===== src/rtl/load_store_unit_pkg.sv =====
// load_store_unit types and helpers
// shared by the LSU, its lane aligner and the bus interface users
package load_store_unit_pkg;

  typedef enum logic [1:0] {
    S_IDLE,
    S_REQ,
    S_DONE
  } lsu_state_t;

  typedef enum logic [1:0] {
    W_BYTE,
    W_HALF,
    W_WORD
  } mem_width_t;

  localparam logic [2:0] F3_LB  = 3'b000;
  localparam logic [2:0] F3_LH  = 3'b001;
  localparam logic [2:0] F3_LW  = 3'b010;
  localparam logic [2:0] F3_LBU = 3'b100;
  localparam logic [2:0] F3_LHU = 3'b101;
  localparam logic [2:0] F3_SB  = 3'b000;
  localparam logic [2:0] F3_SH  = 3'b001;
  localparam logic [2:0] F3_SW  = 3'b010;

  function automatic mem_width_t f3_width(logic [2:0] f3);
    mem_width_t w;
    unique case (f3[1:0])
      2'b00:   w = W_BYTE;
      2'b01:   w = W_HALF;
      default: w = W_WORD;
    endcase
    return w;
  endfunction

  // illegal funct3 for the direction, or not naturally aligned
  function automatic logic acc_illegal(
    logic       st,
    logic [2:0] f3,
    logic [1:0] off
  );
    logic bad_f3;
    logic mis;
    if (st) begin
      bad_f3 = !(f3 == F3_SB || f3 == F3_SH || f3 == F3_SW);
    end else begin
      bad_f3 = !(f3 == F3_LB || f3 == F3_LH || f3 == F3_LW ||
                 f3 == F3_LBU || f3 == F3_LHU);
    end
    mis = (f3[1:0] == 2'b01 && off[0]) ||
          (f3[1:0] == 2'b10 && off != 2'b00);
    return bad_f3 | mis;
  endfunction

endpackage


===== src/rtl/load_store_unit_if.sv =====
// single-beat valid/ready data bus
// master = LSU, slave = data memory
interface load_store_unit_if #(
  parameter int ADDR_W = 32,
  parameter int XLEN   = 32
);
  logic              mem_valid;
  logic              mem_we;
  logic [ADDR_W-1:0] mem_addr;
  logic [3:0]        mem_be;
  logic [XLEN-1:0]   mem_wdata;
  logic              mem_ready;
  logic [XLEN-1:0]   mem_rdata;

  modport master (
    output mem_valid,
    output mem_we,
    output mem_addr,
    output mem_be,
    output mem_wdata,
    input  mem_ready,
    input  mem_rdata
  );

  modport slave (
    input  mem_valid,
    input  mem_we,
    input  mem_addr,
    input  mem_be,
    input  mem_wdata,
    output mem_ready,
    output mem_rdata
  );
endinterface


===== src/rtl/load_store_unit_lane_align.sv =====
// lsu_lane_align: byte-lane steering for both directions
// store: enables + replicated data; load: lane pick + extension
module lsu_lane_align
  import load_store_unit_pkg::*;
(
  input  mem_width_t  width_i,
  input  logic        sign_i,
  input  logic [1:0]  off_i,
  input  logic [31:0] sdata_i,
  input  logic [31:0] rdata_i,
  output logic [3:0]  be_o,
  output logic [31:0] wdata_o,
  output logic [31:0] ldata_o
);

  logic [7:0]  lane_b;
  logic [15:0] lane_h;

  // lane select, then width-dependent steering and extension
  always_comb begin
    lane_b  = rdata_i[{off_i, 3'b000} +: 8];
    lane_h  = off_i[1] ? rdata_i[31:16] : rdata_i[15:0];
    be_o    = 4'b1111;
    wdata_o = sdata_i;
    ldata_o = rdata_i;
    unique case (width_i)
      W_BYTE: begin
        be_o    = 4'b0001 << off_i;
        wdata_o = {4{sdata_i[7:0]}};
        ldata_o = {{24{sign_i & lane_b[7]}}, lane_b};
      end
      W_HALF: begin
        be_o    = off_i[1] ? 4'b1100 : 4'b0011;
        wdata_o = {2{sdata_i[15:0]}};
        ldata_o = {{16{sign_i & lane_h[15]}}, lane_h};
      end
      default: begin
        be_o    = 4'b1111;
        wdata_o = sdata_i;
        ldata_o = rdata_i;
      end
    endcase
  end

endmodule


===== src/rtl/load_store_unit.sv =====
// load_store_unit: RV32I data-memory access stage
// one single-beat bus transaction per accepted request
module load_store_unit
  import load_store_unit_pkg::*;
#(
  parameter int ADDR_W = 32,
  parameter int XLEN   = 32
) (
  input  logic              clk,
  input  logic              rst,
  input  logic              issue,
  input  logic              load_req,
  input  logic              store_req,
  input  logic [2:0]        f3,
  input  logic [ADDR_W-1:0] addr,
  input  logic [XLEN-1:0]   store_data,
  output logic              stall,
  output logic [XLEN-1:0]   load_data,
  output logic              access_err,
  load_store_unit_if.master mem
);

  lsu_state_t        state_q, state_d;
  logic              st_q;
  logic [2:0]        f3_q;
  logic [ADDR_W-1:0] addr_q;
  logic [XLEN-1:0]   sdata_q;
  logic              err_q;
  logic [XLEN-1:0]   ld_q;

  logic        req_any;
  logic        accept;
  logic        bad;
  logic        in_req;
  logic        beat;
  logic [3:0]  be;
  logic [31:0] wdata;
  logic [31:0] ldata;

  assign req_any = load_req | store_req;
  assign accept  = (state_q == S_IDLE) & issue & req_any;
  assign bad     = (load_req & store_req) |
                   acc_illegal(store_req, f3, addr[1:0]);
  assign in_req  = (state_q == S_REQ);
  assign beat    = in_req & mem.mem_ready;

  lsu_lane_align u_align (
    .width_i (f3_width(f3_q)),
    .sign_i  (~f3_q[2]),
    .off_i   (addr_q[1:0]),
    .sdata_i (sdata_q),
    .rdata_i (mem.mem_rdata),
    .be_o    (be),
    .wdata_o (wdata),
    .ldata_o (ldata)
  );

  // state register
  always_ff @(posedge clk or negedge rst) begin
    if (!rst) state_q <= S_IDLE;
    else      state_q <= state_d;
  end

  // next state: IDLE -> REQ|DONE -> DONE -> IDLE
  always_comb begin
    state_d = state_q;
    unique case (state_q)
      S_IDLE: if (accept) state_d = bad ? S_DONE : S_REQ;
      S_REQ:  if (mem.mem_ready) state_d = S_DONE;
      S_DONE: state_d = S_IDLE;
      default: state_d = S_IDLE;
    endcase
  end

  // request latch and load result capture
  always_ff @(posedge clk or negedge rst) begin
    if (!rst) begin
      st_q    <= 1'b0;
      f3_q    <= '0;
      addr_q  <= '0;
      sdata_q <= '0;
      err_q   <= 1'b0;
      ld_q    <= '0;
    end else if (accept) begin
      st_q    <= store_req;
      f3_q    <= f3;
      addr_q  <= addr;
      sdata_q <= store_data;
      err_q   <= bad;
      if (bad) ld_q <= '0;
    end else if (beat && !st_q) begin
      ld_q <= ldata;
    end
  end

  assign stall         = accept | in_req;
  assign load_data     = ld_q;
  assign access_err    = (state_q == S_DONE) & err_q;
  assign mem.mem_valid = in_req;
  assign mem.mem_we    = in_req & st_q;
  assign mem.mem_addr  = {addr_q[ADDR_W-1:2], 2'b00};
  assign mem.mem_be    = in_req ? be : 4'b0000;
  assign mem.mem_wdata = wdata;

endmodule


===== src/flat_wrapper.sv =====
// flat-port wrapper written by rule: the top's interface ports become plain ports
module load_store_unit_flat import load_store_unit_pkg::*;
#(
  parameter int ADDR_W = 32,
  parameter int XLEN   = 32
)
  (clk, rst, issue, load_req, store_req, f3, addr, store_data, stall, load_data, access_err, mem_mem_valid, mem_mem_we, mem_mem_addr, mem_mem_be, mem_mem_wdata, mem_mem_ready, mem_mem_rdata);
  load_store_unit_if #(.ADDR_W(ADDR_W), .XLEN(XLEN)) mem_i ();
  input  logic clk;
  input  logic rst;
  input  logic issue;
  input  logic load_req;
  input  logic store_req;
  input  logic [2:0] f3;
  input  logic [ADDR_W-1:0] addr;
  input  logic [XLEN-1:0] store_data;
  output logic stall;
  output logic [XLEN-1:0] load_data;
  output logic access_err;
  output wire logic [$bits(mem_i.mem_valid)-1:0] mem_mem_valid;
  output wire logic [$bits(mem_i.mem_we)-1:0] mem_mem_we;
  output wire logic [$bits(mem_i.mem_addr)-1:0] mem_mem_addr;
  output wire logic [$bits(mem_i.mem_be)-1:0] mem_mem_be;
  output wire logic [$bits(mem_i.mem_wdata)-1:0] mem_mem_wdata;
  input wire logic [$bits(mem_i.mem_ready)-1:0] mem_mem_ready;
  input wire logic [$bits(mem_i.mem_rdata)-1:0] mem_mem_rdata;
  assign mem_mem_valid = mem_i.mem_valid;
  assign mem_mem_we = mem_i.mem_we;
  assign mem_mem_addr = mem_i.mem_addr;
  assign mem_mem_be = mem_i.mem_be;
  assign mem_mem_wdata = mem_i.mem_wdata;
  assign mem_i.mem_ready = mem_mem_ready;
  assign mem_i.mem_rdata = mem_mem_rdata;
  load_store_unit #(.ADDR_W(ADDR_W), .XLEN(XLEN)) u_core (.clk(clk), .rst(rst), .issue(issue), .load_req(load_req), .store_req(store_req), .f3(f3), .addr(addr), .store_data(store_data), .stall(stall), .load_data(load_data), .access_err(access_err), .mem(mem_i));
endmodule

===== config.mk =====
export PLATFORM = sky130hd
export DESIGN_NAME = load_store_unit_flat
export DESIGN_NICKNAME = d
export VERILOG_FILES = /design/src/rtl/load_store_unit_pkg.sv /design/src/rtl/load_store_unit_if.sv /design/src/rtl/load_store_unit_lane_align.sv /design/src/rtl/load_store_unit.sv /design/src/flat_wrapper.sv
export SDC_FILE = /design/constraint.sdc
export NUM_CORES = 1
export LEC_CHECK = 0
export CAP_MARGIN = 20
export CORE_MARGIN = 2
export CORE_UTILIZATION = 40
export CTS_CLUSTER_DIAMETER = 150
export DETAILED_ROUTE_END_ITERATION = 10
export GPL_ROUTABILITY_DRIVEN = 1
export GPL_TIMING_DRIVEN = 0
export PLACE_DENSITY_LB_ADDON = 0.08
export SYNTH_ARGS = -nofsm -noshare
export SYNTH_HDL_FRONTEND = slang
export SYNTH_HIERARCHICAL = 1
export SYNTH_SLANG_ARGS = --single-unit

===== constraint.sdc =====
create_clock -name clk -period 2.89 [get_ports clk]
set_input_delay 0.578 -clock clk [delete_from_list [all_inputs] [get_ports clk]]
set_output_delay 0.578 -clock clk [all_outputs]
set_load 0.01 [all_outputs]

Yosys cells after proc, flatten, opt, wreduce, memory -nomap -nowiden
Index checks and enable logic that the tools add are counted.
{"block": "classes", "eq_ne": 13, "n_shift": 2, "muxes": 15, "bitwise_logic": 13, "reduce_logical": 19}
{"cell": "$pmux W32 S2", "n": 2}
{"cell": "$mux W32", "n": 3}
{"cell": "$shiftx A32 B6 Y8", "n": 1}
{"cell": "$mux W16", "n": 1}
{"cell": "$and A1 B1 Y1", "n": 8}
{"cell": "$eq A2 B1 Y1 const B", "n": 4}
{"cell": "$mux W4", "n": 2}
{"cell": "$pmux W2 S2", "n": 2}
{"cell": "$pmux W4 S2", "n": 1}
{"cell": "$eq A3 B3 Y1 const B", "n": 2}
{"cell": "$logic_not A2 Y1", "n": 3}
{"cell": "$mux W2", "n": 3}
{"cell": "$logic_or A1 B1 Y1", "n": 5}
{"cell": "$eq A2 B2 Y1 const B", "n": 2}
{"cell": "$ne A2 B2 Y1 const B", "n": 2}
{"cell": "$or A1 B1 Y1", "n": 4}
{"cell": "$reduce_and A2 Y1", "n": 2}
{"cell": "$reduce_bool A2 Y1", "n": 2}
{"cell": "$shl A1 B2 Y4 const A", "n": 1}
{"cell": "$eq A3 B1 Y1 const B", "n": 1}
{"cell": "$eq A3 B2 Y1 const B", "n": 1}
{"cell": "$logic_and A1 B1 Y1", "n": 3}
{"cell": "$logic_not A1 Y1", "n": 3}
{"cell": "$logic_not A3 Y1", "n": 1}
{"cell": "other kinds (3)", "n": 3}
{"block": "totals", "regBits": 103, "inputBits": 105, "output_inout_bits": 104}

Longest topological paths before layout
Gate-level depths: netlist of run 1.
{"block": "depth", "word_depth": 12, "ltp_mapped": 8, "ltp_nobuf": 6}

Hierarchy
Netlist of run 1, hierarchy kept.
{"mod": "load_store_unit", "instances": 1, "cells_each": 344, "area_each_um2": 4614.4, "seq_area_each_um2": 2577.5}
{"mod": "lsu_lane_align", "instances": 1, "cells_each": 171, "area_each_um2": 1277.5, "seq_area_each_um2": 0.0}

Least setup slack after synthesis of run 1
OpenSTA, ideal clock, no wires.
{"block": "synth_path", "kind": "flip-flop to output port", "from": "register u_core.f3_q[0]", "to": "output port mem_mem_wdata[10]", "arrival_ps": 1412, "t_required_ps": 2312, "path_slack_ps": 900, "path_stages_with_launch": 7, "cell_sequence": "dfrtp_1 nor2b_1 buf_2 or2_1 clkbuf_1 buf_6 mux2_4"}
{"block": "synth_via", "elab_chain_cells": 4, "word_cells_on_any_way": 6}
{"item": "start, declared", "line": "load_store_unit.sv:25", "source": "logic [2:0] f3_q;"}
{"item": "start signal, assigned", "line": "load_store_unit.sv:79", "source": "f3_q <= '0;"}
{"item": "start signal, assigned", "line": "load_store_unit.sv:86", "source": "f3_q <= f3;"}
{"item": "$eq A2 B1 Y1 / $logic_not A2 Y1 (equally long branches)", "line": "load_store_unit_pkg.sv:28", "source": "unique case (f3[1:0])"}
{"item": "$pmux W2 S2 (*)", "line": "load_store_unit_pkg.sv:28"}
{"item": "$eq A2 B1 Y1 / $logic_not A2 Y1 (equally long branches)", "line": "load_store_unit_lane_align.sv:26", "source": "unique case (width_i)"}
{"item": "$pmux W32 S2 (*)", "line": "load_store_unit_lane_align.sv:26"}
{"item": "end, declared", "line": "flat_wrapper.sv:24", "source": "output wire logic [$bits(mem_i.mem_wdata)-1:0] mem_mem_wdata;"}
Mark *: on every way between the ends. The rest lies on a longest branch, timed or not.

Final worst setup path of run 1
{"block": "layout_path", "from": "register u_core.f3_q[0]", "to": "output port mem_mem_wdata[14]"}
The elaborated chain is that of the path after synthesis.

==> impl_metrics.env, run 1 <==
export IMPL_ir_drop_mv=0.326
export IMPL_synth_edff_count=0
export IMPL_coreArea_sq_um=14500
export IMPL_hold_path_class="input port to async pin"
export IMPL_htree_levels=3
export IMPL_clock_sinks=103
export IMPL_synthTopCellsByArea="dfrtp_1 (44%), mux2_4 (20%), nand2_1 (5.2%)"
export IMPL_yosys_area_top_type_share_pct=43.7
export IMPL_grt_overflow_total=0
export IMPL_worst_ep_arrival_time_ps=2230
export IMPL_final_period_utilization_pct=97.3
export IMPL_die_h_um=125
export IMPL_clockRootBuffer="clkbuf_16"
export IMPL_worst_pin_slew_ps=527
export IMPL_syn2layout_area_growth_pct=45.0
export IMPL_layout_nets=841
export IMPL_syn_avg_cell_area_sq_um=11.4
export IMPL_period_minus_slack_ps=2810
export IMPL_stdcell_count=924
export IMPL_cp_start_kind="flop"
export IMPL_fin_util_pct=59.0
export IMPL_finalHoldViolCount=0
export IMPL_cts_clk_slew_worst_paths_ps=70
export IMPL_globalplace_congestion=0.894
export IMPL_synth_seq_cells=103
export IMPL_synthesis_instances=515
export IMPL_ios=209
export IMPL_start_util_pct=40.7
export IMPL_synthArstFlopShare_pct=100
export IMPL_drc=0
export IMPL_status="completed"
export IMPL_cts_buffer_depth=2
export IMPL_diodes=0
export IMPL_yosysWarningCount=6
export IMPL_drv_cap=0
export IMPL_synth_seq_area_share_pct=43.7
export IMPL_grt_total_usage_pct=20.7
export IMPL_dieArea_sq_um=15700
export IMPL_dpl_hpwl_mm=12.1
export IMPL_relSlewSlack_pct=64.9
export IMPL_end_kind="primary output"
export IMPL_dp_cells=907
export IMPL_multi_input_area_sq_um=2690
export IMPL_first_global_vias=4842
export IMPL_drt_iter0_markers=349
export IMPL_synth_area_sq_um=5890
export IMPL_clock_fmax_ghz=0.356
export IMPL_leakage_nw=3.81
export IMPL_fillers=1267
export IMPL_cts_tree="yes"
export IMPL_grt_pass1_wl_mm=25.5
export IMPL_drtAntennaViolNets=0
export IMPL_antenna_found_initial=0
export IMPL_clock_skew_final_ps=9.47
export IMPL_synth_top_cell_by_area="dfrtp_1"
export IMPL_crit_path_max_fanout=10
export IMPL_setup_violations=0
export IMPL_critPathKind="flop to primary output"
export IMPL_rsz0062_at_grt="false"
export IMPL_dieWidth_um=125
export IMPL_port_buffers=206
export IMPL_cp_required_ps=2310
export IMPL_synth_ff_type="dfrtp_1"
export IMPL_finalWirelength_mm=16.2
export IMPL_firstDrtPassIters=4
export IMPL_regArea_sq_um=2580
export IMPL_ys_types=43
export IMPL_grt_max_degree=67
export IMPL_rows=44
export IMPL_insertion_delay_ps=350
export IMPL_wl_per_cell_um=17.5
export IMPL_final_max_slew_viol_count=0
export IMPL_vias_per_cell=5.06
export IMPL_drive_above_1_share_pct=24.6
export IMPL_powerDensity_nw_per_um2=695
export IMPL_ctsHoldBuffers=0
export IMPL_numCtsBuffers=9
export IMPL_vias=4674
per-layer routing:
layer	global-route usage [%]	part of all wire, %	vias to the layer above
met2	33.9	47	189
met3	5.73	7.4	24
met1	26.3	43	2266
met4	7.39	2.0	0
li1	-	-	2195
met5	0	0	-
cell type report:
class,count,area share [%]
Multi-Input combinational cell,328,31.5
Sequential cell,103,30.2
Timing Repair Buffer,210,24.7
Buffer,80,7.50
Clock buffer,10,2.80
Tap cell,184,2.70
Clock inverter,5,0.381
Inverter,4,0.176
critical path, cell delays in order (launching register included):
cell	delay, ps
dfrtp_1	370
nor2b_1	130
buf_4	160
or2_4	270
buf_8	160
mux2_4	300
clkdlybuf4s50_1	490
registers in the layout, indices dropped and copies added (netlist names):
signal,cells
u_core/addr_q,32
u_core/err_q,1
u_core/f3_q,3
u_core/load_data,32
u_core/sdata_q,32
u_core/st_q,1
u_core/state_q,2
synth_stat cells (2+ instances only):
master and n:
buf_12 7, a22oi_1 8, buf_2 9, buf_6 5, nand2_1 81, buf_4 40, a221o_1 7, or2_1 3
mux2_4 77, o22ai_1 16, and2_1 5, o21ai_1 8, o21bai_1 3, mux2i_1 17, inv_1 4, mux2_2 9
nor2_1 9, clkbuf_1 18, o22a_1 2, a21oi_1 2, o21ai_0 35, o221ai_1 8, nor2b_1 19, clkbuf_2 2
dfrtp_1 103
cells in the final DEF (no fill, tap or decap), drive strengths merged, types with 2 or more instances in the layout:
| master | synthesis | layout |
|---|---|---|
| nor2 | 9 | 9 |
| clkinv | 0 | 4 |
| o221ai | 8 | 8 |
| or2 | 4 | 4 |
| a221o | 7 | 7 |
| nor2b | 19 | 19 |
| mux2i | 17 | 17 |
| buf | 61 | 67 |
| inv | 4 | 5 |
| conb | 1 | 2 |
| and2 | 5 | 5 |
| o22a | 2 | 2 |
| o22ai | 16 | 16 |
| a22oi | 8 | 8 |
| nand2 | 81 | 81 |
| o21bai | 4 | 4 |
| clkbuf | 20 | 28 |
| dfrtp | 103 | 103 |
| clkdlybuf4s50 | 0 | 204 |
| o21ai | 43 | 43 |
| a21oi | 2 | 2 |
| mux2 | 86 | 86 |
through the flow:
stage | TNS [ps] | hold WS [ps] | power (W) | area [sq um] | setup slack (ps)
after global placement | -277210 | 488 | 0.00472 | 8190 | -2700
final | 0 | 201 | 0.00594 | 8540 | 77.6
after CTS | 0 | 205 | 0.00596 | 8500 | 27.7
after detailed placement | 0 | 491 | 0.00476 | 8210 | 63.2
after global routing | 0 | 232 | 0.00627 | 8540 | 13.0
after floorplan | 0 | 282 | 0.00359 | 5900 | 900
where the power goes:
part | switching (W) | leakage, nW | internal, W | total [W]
combinational | 0.00111 | 2.40 | 0.00172 | 0.00284
clock | 0.000551 | 0.138 | 0.000604 | 0.00116
sequential | 0.000205 | 1.27 | 0.00174 | 0.00194
kinds of logic (layout without fill, tap and decap cells):
family	count (synthesis)	in the layout	synth area share, %
compound gates	96	96	10.9
flops	103	103	43.7
buf+inv	85	309	10.8
mux	104	104	24.6
other cells	1	2	0.0636
simple gates	126	126	9.87
timing repair:
item,4_1_cts,5_1_grt
resized for setup,10,5
hold endpoints to repair,0,0
endpoints found under the setup margin,26,15
buffers inserted,0,3
pin swaps,0,0
worst paths after layout:
kind	startpoint	cells after the start	slack (ps)	end
max reg2reg	u_core/f3_q[0]	7	1080	u_core/load_data[4]
max in group asynchronous	rst	2	1980	u_core/sdata_q[0]
min	rst	1	200	u_core/addr_q[10]
min reg2reg	u_core/f3_q[0]	1	510	u_core/f3_q[0]
max	u_core/f3_q[0]	6	80	mem_mem_wdata[14]
min in group clk	u_core/f3_q[0]	1	510	u_core/f3_q[0]
Note: power is estimated with default switching activity, not from simulation.
==> run 2: changes to the inputs <==
--- a/constraint.sdc
+++ b/constraint.sdc
@@ -3,2 +3,2 @@
 set_output_delay 0.578 -clock clk [all_outputs]
-set_load 0.01 [all_outputs]
+set_load 0.1 [all_outputs]
==> impl_metrics.env, run 2 (synthesis gave the netlist of run 1 again) <==
export IMPL_insertion_delay_ps=350
export IMPL_ir_drop_mv=0.659
export IMPL_multi_input_area_sq_um=2710
export IMPL_grt_max_degree=61
export IMPL_r2r_end="u_core/load_data[27]"
export IMPL_clock_sinks=103
export IMPL_die_h_um=125
export IMPL_cp_required_ps=2310
export IMPL_p_switching_w=0.00421
export IMPL_cpMaxStageDelayCell="clkdlybuf4s50_1"
export IMPL_swShare_pct=51.5
export IMPL_ios=209
export IMPL_drc=0
export IMPL_grt_overflow_total=0
export IMPL_dieArea_sq_um=15700
export IMPL_clock_skew_final_ps=6.46
export IMPL_rows=44
export IMPL_drive_above_1_share_pct=28.9
export IMPL_status="completed"
export IMPL_r2r_cells=4
export IMPL_fillers=1262
export IMPL_dpl_hpwl_mm=12.5
export IMPL_postCtsSetupBuffers=0
export IMPL_comb_power_share_pct=61.9
export IMPL_port_buffers=206
export IMPL_cts_tree="yes"
export IMPL_final_period_utilization_pct=96.5
export IMPL_rsz0062_at_grt="false"
export IMPL_design_area_sq_um=8430
export IMPL_layout_nets=838
export IMPL_cts_buffer_depth=2
export IMPL_relSlewSlack_pct=32.2
export IMPL_antenna_found_initial=0
export IMPL_coreArea_sq_um=14500
export IMPL_r2r_setup_slack_ps=1030
export IMPL_numCtsBuffers=9
export IMPL_clkPwrFrac_pct=14.1
export IMPL_powerDensity_nw_per_um2=970
export IMPL_cp_start_kind="flop"
export IMPL_regArea_sq_um=2580
export IMPL_syn2layout_area_growth_pct=43.1
export IMPL_wl_per_cell_um=17.6
export IMPL_period_minus_slack_ps=2790
export IMPL_worst_ep_arrival_time_ps=2210
export IMPL_path_cells="inv_1 > and3_2 > clkdlybuf4s50_1"
export IMPL_htree_levels=3
export IMPL_grt_pass1_wl_mm=26.3
export IMPL_dpl_cell_area_sq_um=8240
export IMPL_p_seq_share_pct=24.0
export IMPL_final_cell_mix="clkdlybuf4s50_1 (174), dfrtp_1 (103), nand2_1 (81)"
export IMPL_timing_rr_start="u_core/state_q[1]"
export IMPL_worst_pin_slew_ps=1010
export IMPL_start_util_pct=40.7
export IMPL_first_global_vias=4933
export IMPL_setup_violations=0
export IMPL_finalWirelength_mm=16.3
export IMPL_final_max_slew_viol_count=0
export IMPL_clockRootBuffer="clkbuf_16"
export IMPL_vias_per_cell=5.07
export IMPL_max_stage_delay_ps=1140
export IMPL_vias=4671
export IMPL_finalHoldViolCount=0
export IMPL_drt_iter0_markers=309
export IMPL_grt_total_usage_pct=21.0
export IMPL_globalplace_congestion=0.896
export IMPL_drv_cap=0
export IMPL_diodes=0
export IMPL_p_int_w=0.00396
export IMPL_leakage_nw=3.82
export IMPL_crit_path_max_fanout=4
export IMPL_drtAntennaViolNets=0
export IMPL_hold_path_class="input port to async pin"
export IMPL_firstDrtPassIters=6
export IMPL_cts_clk_slew_worst_paths_ps=70
export IMPL_end_kind="primary output"
export IMPL_ctsHoldBuffers=0
export IMPL_dieWidth_um=125
export IMPL_clock_fmax_ghz=0.358
export IMPL_fin_util_pct=58.2
export IMPL_critPathKind="flop to primary output"
export IMPL_final_common_cell="clkdlybuf4s50_1"
[run 2: cell count changes in the layout (fill, tap and decap cells not counted), sizes merged, moves of 2 or more]
cell	previous run	this run
buf	67	79
clkbuf	28	42
clkdlybuf4s15	0	3
clkdlybuf4s50	204	174
clkinv	4	2
[run 2: critical path: cells and delay by family (launching register included)]
kind	cells	cell delay, ps
buffers and inverters	2	1270
and+or+nand+nor	1	190
DFF	1	400
[run 2: repair_timing]
action / CTS / global route
setup endpoints to repair: 30 / 28
resized for setup: 140 / 18
cloned: 0 / 0
[run 2: power by group through the flow]
stage	Combinational (W)	Sequential (W)	Clock (W)
after floorplan	0.00373	0.00227	0
after global placement	0.00513	0.00197	0
after detailed placement	0.00516	0.00199	0
after CTS	0.00506	0.00196	0.00119
after global routing	0.00525	0.00201	0.00125
final	0.00506	0.00196	0.00116
[run 2: how the worst max path moves through the flow]
stage	startpoint	to	slack, ps	cells after the start
after floorplan	u_core/f3_q[1]	mem_mem_wdata[24]	-40	5
after global placement	rst	u_core/sdata_q[21]	-2720	1
after detailed placement	u_core/f3_q[1]	mem_mem_be[3]	-460	6
after CTS	u_core/f3_q[1]	mem_mem_wdata[24]	-40	6
after global routing	u_core/f3_q[1]	mem_mem_wdata[15]	20	6
final	u_core/state_q[0]	access_err	100	3
[run 2: layout make-up]
type                       instances  share of cell area [%]
multi-input combinational        328                    32.2
sequential                       103                    30.6
timing repair buffer             207                    23.6
buffer                            80                    7.41
clock buffer                      13                    3.09
tap                              184                    2.73
clock inverter                     3                   0.208
inverter                           4                   0.178
[run 2: metrics by stage]
stage / total power, W / TNS, ps / setup slack (ps) / instances / hold WS [ps]
after floorplan: 0.00599 / -41.0 / -41.0 / 516 / 282
after global placement: 0.00710 / -286500 / -2720 / 906 / 489
after detailed placement: 0.00714 / -8520 / -464 / 907 / 493
after CTS: 0.00820 / -36.4 / -36.4 / 923 / 243
after global routing: 0.00851 / 0 / 15.3 / 922 / 252
final: 0.00818 / 0 / 100 / 922 / 226
[run 2: per-layer routing]
layer | up-vias | share of wire [%] | track usage (%)
met4 | 0 | 1.9 | 5.82
met3 | 28 | 8.0 | 6.50
met5 | - | 0 | 0
li1 | 2198 | - | -
met1 | 2238 | 42 | 26.2
met2 | 207 | 49 | 35.3
